[config.mk]
export PLATFORM = sky130hd
export DESIGN_NAME = cu_mod1_seq
export DESIGN_NICKNAME = d
export VERILOG_FILES = /design/src/rtl/fft_ctrl_pkg.sv /design/src/rtl/mod_cnt.sv /design/src/rtl/cu_mod1_seq.sv
export SDC_FILE = /design/constraint.sdc
export NUM_CORES = 1
export LEC_CHECK = 0
export CAP_MARGIN = 20
export CORE_MARGIN = 4
export CORE_UTILIZATION = 44
export DETAILED_ROUTE_END_ITERATION = 10
export GPL_ROUTABILITY_DRIVEN = 0
export PLACE_DENSITY = 0.66
export SYNTH_ARGS = -nofsm -noshare
export SYNTH_HDL_FRONTEND = slang
export SYNTH_SLANG_ARGS = --single-unit
[constraint.sdc]
create_clock -name clk -period 1.84 [get_ports clk]
set_input_delay 0.368 -clock clk [delete_from_list [all_inputs] [get_ports clk]]
set_output_delay 0.368 -clock clk [all_outputs]
set_load 0.005 [all_outputs]
[src/rtl/fft_ctrl_pkg.sv]
// Shared types and constants for the SDF FFT stage control units.
package fft_ctrl_pkg;

  typedef enum logic [1:0] {IDLE, FILL, RUN, DRAIN} sdf_state_e;

  localparam int unsigned DEF_BF_HALF     = 2;
  localparam int unsigned DEF_FRAME_BEATS = 32;

  // Exact log2 of a power of two; used to pick the bf_en bit out of in_cnt.
  function automatic int unsigned log2_pow2(input int unsigned n);
    int unsigned r = 0;
    for (int unsigned i = n; i > 1; i = i >> 1) r++;
    return r;
  endfunction

endpackage

[src/rtl/mod_cnt.sv]
// Modulo-N up-counter with enable, async active-low clear and terminal-count flag.
module mod_cnt
  import fft_ctrl_pkg::*;
#(
  parameter int unsigned N = DEF_FRAME_BEATS
) (
  input  logic                 clk,
  input  logic                 rstn,
  input  logic                 en,
  output logic [$clog2(N)-1:0] cnt,
  output logic                 tc
);

  localparam int unsigned   W    = $clog2(N);
  localparam logic [W-1:0]  LAST = W'(N - 1);

  assign tc = (cnt == LAST);

  always_ff @(posedge clk or negedge rstn) begin
    if (!rstn)   cnt <= '0;
    else if (en) cnt <= tc ? '0 : cnt + 1'b1;
  end

endmodule

[src/rtl/cu_mod1_seq.sv]
// Sequencer for one SDF radix-2 butterfly stage: fill, run, drain control,
// butterfly mode, output valid, twiddle address and frame-done pulse.
module cu_mod1_seq
  import fft_ctrl_pkg::*;
#(
  parameter int unsigned BF_HALF     = DEF_BF_HALF,
  parameter int unsigned FRAME_BEATS = DEF_FRAME_BEATS
) (
  input  logic                           clk,
  input  logic                           rstn,
  input  logic                           valid,
  output logic                           shift_en,
  output logic                           bf_en,
  output logic                           valid_out,
  output logic [$clog2(FRAME_BEATS)-1:0] tw_addr,
  output logic                           frame_done,
  output logic                           busy
);

  localparam int unsigned   TW_W       = $clog2(FRAME_BEATS);
  localparam int unsigned   BF_LOG2    = log2_pow2(BF_HALF);
  localparam int unsigned   HW         = $clog2(BF_HALF + 1);
  localparam logic [HW-1:0] HALF_CNT   = HW'(BF_HALF);
  localparam logic [HW-1:0] DRAIN_LAST = HW'(BF_HALF - 1);

  sdf_state_e      state_q, state_d;
  logic [HW-1:0]   fill_q, fill_d;
  logic [HW-1:0]   drain_q, drain_d;
  logic [TW_W-1:0] in_cnt, out_cnt;
  logic            in_tc, out_tc;
  logic            in_zero_q;
  logic            drain_beat;

  mod_cnt #(.N(FRAME_BEATS)) u_in_cnt (
    .clk  (clk),
    .rstn (rstn),
    .en   (valid),
    .cnt  (in_cnt),
    .tc   (in_tc)
  );

  mod_cnt #(.N(FRAME_BEATS)) u_out_cnt (
    .clk  (clk),
    .rstn (rstn),
    .en   (valid_out),
    .cnt  (out_cnt),
    .tc   (out_tc)
  );

  // in_zero_q mirrors (in_cnt == 0): set when the accepted beat wraps the counter.
  always_ff @(posedge clk or negedge rstn) begin
    if (!rstn) begin
      state_q   <= IDLE;
      fill_q    <= '0;
      drain_q   <= '0;
      in_zero_q <= 1'b1;
    end else begin
      state_q <= state_d;
      fill_q  <= fill_d;
      drain_q <= drain_d;
      if (valid) in_zero_q <= in_tc;
    end
  end

  always_comb begin
    state_d    = state_q;
    fill_d     = fill_q;
    drain_d    = drain_q;
    drain_beat = (state_q == DRAIN);
    shift_en   = rstn & (valid | drain_beat);
    valid_out  = rstn & ((valid & (state_q == RUN)) | drain_beat);
    frame_done = valid_out & out_tc;

    unique case (state_q)
      IDLE: begin
        if (valid) begin
          fill_d  = HW'(1);
          state_d = (BF_HALF == 1) ? RUN : FILL;
        end
      end
      FILL: begin
        if (valid) begin
          fill_d = fill_q + 1'b1;
          if (fill_d == HALF_CNT) state_d = RUN;
        end
      end
      RUN: begin
        if (!valid && in_zero_q) begin
          state_d = DRAIN;
          drain_d = '0;
        end
      end
      DRAIN: begin
        // A fresh beat during drain pushes the old data out as a normal RUN beat.
        if (valid) begin
          state_d = RUN;
          drain_d = '0;
        end else if (drain_q == DRAIN_LAST) begin
          state_d = IDLE;
          drain_d = '0;
        end else begin
          drain_d = drain_q + 1'b1;
        end
      end
      default: state_d = IDLE;
    endcase
  end

  assign bf_en   = in_cnt[BF_LOG2];
  assign tw_addr = out_cnt;
  assign busy    = (state_q != IDLE);

endmodule

==> results of run 1 <==
## report_power, final
group	switching (mW)	internal (mW)	leakage [nW]
Combinational	0.313	0.469	0.362
Clock	0.112	0.0843	0.0150
Sequential	0.120	0.524	0.203
## logic make-up (layout without fill, tap and decap cells)
family / Yosys count / in the layout / share of synthesized area [%]
AOI/OAI and AO/OA: 20 / 20 / 15.9
muxes: 6 / 6 / 7.28
adders and majority gates: 6 / 6 / 8.24
and+or+nand+nor: 28 / 28 / 17.2
DFF: 17 / 17 / 46.8
buffers and inverters: 8 / 35 / 4.53
## worst max-delay path by stage
| stage | start | end | slack, ps | cells after the start |
|---|---|---|---|---|
| after floorplan | u_out_cnt.cnt[0]$_DFFE_PN0P_ | u_out_cnt.cnt[2]$_DFFE_PN0P_ | 190 | 5 |
| after global placement | valid | shift_en | -280 | 4 |
| after detailed placement | valid | frame_done | -300 | 5 |
| after CTS | u_out_cnt.cnt[1]$_DFFE_PN0P_ | frame_done | 9 | 5 |
| after global routing | u_out_cnt.cnt[0]$_DFFE_PN0P_ | frame_done | -30 | 5 |
| final | u_out_cnt.cnt[0]$_DFFE_PN0P_ | frame_done | 40 | 5 |
## flip-flops by register name, summed over array words and instances (netlist names)
signal         flops
in_zero_q          1
drain_q            2
fill_q             2
u_in_cnt.cnt       5
state_q            2
u_out_cnt.cnt      5
## synthesized netlist by cell type, drive strengths merged
| cell type | count | area share (%) |
|---|---|---|
| nand2 | 6 | 2.5 |
| o211ai | 1 | 2.3 |
| inv | 4 | 1.6 |
| a21o | 1 | 0.82 |
| a221oi | 1 | 0.96 |
| dfstp | 1 | 2.9 |
| a21oi | 4 | 2.2 |
| a32o | 2 | 2.2 |
| nor2b | 3 | 2.1 |
| o21ai | 7 | 3.8 |
| and3 | 3 | 2.1 |
| dfrtp | 16 | 44 |
| and2 | 1 | 0.69 |
| nand3 | 1 | 0.55 |
| nor3b | 1 | 0.82 |
| a22o | 1 | 0.96 |
| or4b | 1 | 1.1 |
| ha | 6 | 8.2 |
| mux2i | 1 | 1.1 |
| a211oi | 1 | 0.82 |
| or2 | 1 | 0.69 |
| nand3b | 3 | 2.5 |
| nor3 | 1 | 0.55 |
| o41ai | 1 | 0.96 |
| a22oi | 1 | 0.82 |
| nor2 | 4 | 1.6 |
| buf | 4 | 2.9 |
| mux2 | 5 | 6.2 |
| nand2b | 3 | 2.1 |
## what timing repair did
item	4_1_cts	5_1_grt
hold buffers	0	0
pin swaps	1	1
buffers inserted	3	1
resized for setup	16	2
endpoints found under the hold margin	0	0
endpoints found under the setup margin	4	4
## area by class of cell
type                            count  area share [%]
Timing Repair Buffer               27            19.5
Clock buffer                        4            2.18
Sequential cell                    17            35.5
Multi-Input combinational cell     60            38.8
Tap cell                           27            2.80
Inverter                            4            1.24
## layer usage
metal | up-vias | wire, um
met2 | 13 | 737
li1 | 361 | -
met1 | 334 | 846
met4 | 0 | 46
met5 | - | 0
met3 | 5 | 62
==> metrics, run 1 <==
CORE AREA=between 1500 and 2000 sq um; M3 GR Usage=3.66%; TritonCTS Buffers=3; RSZ-0062 raised after global routing=true; # clock sinks=17; Setup WS pre-CTS=-298 ps; PortBufs=12; RR Startpoint=u_out_cnt.cnt[0]$_DFFE_PN0P_; final critical-path setup slack=around 41 ps; Seq cells post-synth=17; met1 Usage GRT=a little under a fifth; Pins Over Slew Limit=0; Max clock buf depth=2; Pwr Total=approximately 1.6 mW; Filler Cell Count=180; WP data required=~1500 ps; peak supply drop=about 0.76 mV; number of synthesis warnings=0; min cycle time layout=1800 ps; Crit path largest cell delay=390 ps; WP buf/inv=1; most common cell after layout, fill and taps aside=buf_4; GR peak layer=met2; Reg2Reg Capture Point=u_out_cnt.cnt[2]$_DFFE_PN0P_; multi-input logic area=between 400 and 500 sq um; Syn Inst Count=85; drt via density=approximately 5.1; dpl hpwl=1.28 mm; r2r setup slk=~160 ps; Arr. time, crit path=approximately 1400 ps; vias=713; CP Class=reg -> out; Reg clk slew, reported paths=90 ps; Setup crit end kind=output port; DR WL/cell=12.2 um; first-pass GRT wire length=around 2.9 mm; Layout Skew=around 4.3 ps; Initial Util=between 40% and 50%; Max Clk Rate=556 MHz; CP max stage cell=dfrtp_1; placed insts=between 100 and 150; post-synth cell types=30; Worst Tran Pin Value=between 200 and 300 ps; CP delay by family, top=flip-flops; endpoints failing setup=0; CP Cell Sequence=ha_2, and3_4, ha_4, and2_4, buf_6; status=finished clean; setup TNS=0 ps; Routed Wire Length=1.69 mm; Die ar.=approximately 2900 sq um; sequential cell area=roughly 430 sq um; P&R area growth vs syn=32.6%; Mapped Area=approximately 900 sq um; Final Hold Violating Endpoints=0; final cell count without fillers=around 140; antenna-violating nets left=0; pin count of the biggest net entering global routing=11; Ant. Diodes=0; Worst-Skew Late Latency=slightly below 300 ps; Hold Crit Class=in -> async; final core occ=around 62%; R2R cell count=6; PD cells=between 1000 and 1500 nW/um^2; chip width=53.5 um; GRT Util Overall=roughly 15%; Max transition margin=82.9%; Leak=0.579 nW; grt total ovfl=0; H-tree lvl count=1; NumNets Final=around 120; TritonCTS clock tree=done; Die Ht=between 50 and 60 um; vias in the first global route=about 700; GR Util met2=about a quarter; period utilisation layout=between 90% and 100%; Startpoint Class=flop; Root Buffer=clkbuf_4; initial antenna violation count=0; layout cells sized above 1=30.4%; First-pass DRT Iterations=4; Finished Cell Area=~1200 sq um; DP Area=between 1000 and 1500 sq um; Seq/Total Area, Yosys=between 40% and 50%; CP max FO=2; IO Pins=13; hold_ws=227 ps; num rows=16; most frequent cells in the layout=15 x buf_4, 14 x dfrtp_1, 7 x o21ai_0; DRC=0; DRT iter0 DRCs=21; Syn Nets=94; MaxCap Viol Count=0; post-synthesis average cell area=~11 sq um
(Power assumes the default switching activity.)
==> run 2, diff against run 1 <==
--- a/config.mk
+++ b/config.mk
@@ -5,7 +5,7 @@
 export SDC_FILE = /design/constraint.sdc
 export NUM_CORES = 1
 export LEC_CHECK = 0
-export CAP_MARGIN = 20
+export ABC_CLOCK_PERIOD_IN_PS = 1840
 export CORE_MARGIN = 4
 export CORE_UTILIZATION = 44
 export DETAILED_ROUTE_END_ITERATION = 10
==> results of run 2 <==
No change in the layout: final DEF, timing and power equal those of run 1.
==> run 3, diff against run 2 <==
--- a/config.mk
+++ b/config.mk
@@ -6,11 +6,13 @@
 export NUM_CORES = 1
 export LEC_CHECK = 0
 export ABC_CLOCK_PERIOD_IN_PS = 1840
+export CAP_MARGIN = 20
 export CORE_MARGIN = 4
-export CORE_UTILIZATION = 44
+export CORE_UTILIZATION = 52
 export DETAILED_ROUTE_END_ITERATION = 10
 export GPL_ROUTABILITY_DRIVEN = 0
-export PLACE_DENSITY = 0.66
+export PLACE_DENSITY = 0.76
+export SLEW_MARGIN = 0
 export SYNTH_ARGS = -nofsm -noshare
 export SYNTH_HDL_FRONTEND = slang
 export SYNTH_SLANG_ARGS = --single-unit
==> run 3 against run 2 <==
Effect of this change:
- critical path type unchanged
- wire length is 6.7% higher
- sequential share of layout area is 0.72 points higher
- first-iteration DRC count is 95% lower
- core utilization is 13 points higher
- critical endpoint unchanged
- worst setup slack worse by 11 ps
- largest cell class unchanged
- critical path depth stayed put
- design area is 2.3% lower
- total power is 0.32% lower
- global-route usage is 1.7 points higher
- fmax is 0.61% lower
==> metrics, run 3 (same netlist as run 1, synthesis figures left out) <==
Root Buffer=clkbuf_4; Startpoint Class=flop; Reg2Reg Capture Point=u_out_cnt.cnt[2]$_DFFE_PN0P_; first-pass GRT wire length=3.17 mm; Initial Util=57.8%; CP startpoint=u_out_cnt.cnt[0]$_DFFE_PN0P_; Arr. time, crit path=between 1000 and 1500 ps; biggest regs=u_in_cnt.cnt x5, u_out_cnt.cnt x5; DRC=0; Worst-Skew Late Latency=about 290 ps; Die ar.=2490 sq um; vias=roughly 750; WP data required=around 1500 ps; pin count of the biggest net entering global routing=18; Reg clk slew, reported paths=100 ps; most frequent cells in the layout=15 x dfrtp_1, 14 x buf_4, 7 x o21ai_0; Pwr Total=1.62 mW; Hold Crit Class=in -> async; DP Area=approximately 1100 sq um; drt via density=5.87; num rows=14; layout cells sized above 1=27.9%; IO Pins=13; CP max stage cell=dfrtp_1; CP Capture Point=frame_done; Leak=about 0.57 nW; Filler Cell Count=114; RR Startpoint=u_out_cnt.cnt[0]$_DFFE_PN0P_; Max clock buf depth=2; dpl hpwl=1.31 mm; endpoints failing setup=0; PortBufs=12; final cell count without fillers=approximately 130; CP Cell Sequence=ha_2, and3_4, ha_4, and2_4, buf_6; CORE AREA=about 1600 sq um; min cycle time layout=~1800 ps; r2r setup slk=~140 ps; CP max FO=2; final core occ=approximately three quarters; TritonCTS Buffers=3; MaxCap Viol Count=0; Final Hold Violating Endpoints=0; TritonCTS clock tree=done; NumNets Final=121; H-tree lvl count=1; grt total ovfl=0; Routed Wire Length=between 1.5 and 2 mm; DR WL/cell=14.2 um; Die Ht=~50 um; GRT Util Overall=~17%; Max Clk Rate=roughly 550 MHz; final critical-path setup slack=slightly above 30 ps; Worst Tran Pin Value=between 200 and 300 ps; Finished Cell Area=about 1200 sq um; RSZ-0062 raised after global routing=true; Crit path largest cell delay=roughly 400 ps; hold_ws=314 ps; P&R area growth vs syn=29.5%; Setup WS pre-CTS=-292 ps; antenna-violating nets left=0; initial antenna violation count=0; sequential cell area=approximately 430 sq um; DRT iter0 DRCs=1; Ant. Diodes=0; CP Class=reg -> out; # clock sinks=17; Layout Skew=around 2.6 ps; peak supply drop=between 0.9 and 1 mV; R2R cell count=6; Max transition margin=about four fifths; First-pass DRT Iterations=3; period utilisation layout=between 90 and 100%; PD cells=1370 nW/um^2; multi-input logic area=about 470 sq um; status=finished clean; Pins Over Slew Limit=0; setup TNS=0 ps; chip width=49.9 um; most common cell after layout, fill and taps aside=dfrtp_1; vias in the first global route=around 730; placed insts=between 100 and 150; Setup crit end kind=output port
[run 3: cell types whose count changed in the layout (fill, tap and decap cells not counted), sizes merged]
| cell | change |
|---|---|
| buf | -1 |
| clkdlybuf4s15 | +1 |
| dlymetal6s2s | -1 |
[run 3: worst min-delay path by stage]
stage                              endpoint  slack (ps)
2_1_floorplan        drain_q[0]$_DFFE_PN0P_          70
3_3_place_gp          fill_q[1]$_DFFE_PN0P_         470
3_5_place_dp          fill_q[1]$_DFFE_PN0P_         470
4_1_cts        u_out_cnt.cnt[0]$_DFFE_PN0P_         300
5_1_grt        u_out_cnt.cnt[3]$_DFFE_PN0P_         320
6_report        u_in_cnt.cnt[2]$_DFFE_PN0P_         310
[run 3: repair_timing]
item / CTS / global route
pin swaps: 2 / 1
hold endpoints to repair: 0 / 0
setup buffers: 1 / 1
hold buffers: 0 / 0
resized for setup: 12 / 5
endpoints found under the setup margin: 4 / 2
[run 3: metal layers]
layer	track usage, %	wire (um)	vias up
met2	30.0	972	11
met3	3.01	47	6
met1	18.5	741	371
met5	0	0	-
li1	-	-	357
met4	9.68	46	0
[run 3: layout make-up]
type | count | share of cell area, %
multi-input combinational | 60 | 39.4
sequential | 17 | 36.3
timing repair buffer | 26 | 19.1
clock buffer | 4 | 2.23
tap | 16 | 1.70
inverter | 4 | 1.27
[run 3: power by group]
part | switching, mW | internal, mW
logic | 0.314 | 0.454
clock network | 0.115 | 0.0842
registers | 0.127 | 0.522
[run 3: critical path: cells and delay by family, from the launching register on]
kind                       cells  cell delay, ps
DFF                            1             400
adders and majority gates      2             350
buffers and inverters          1             110
and+or+nand+nor                2             290
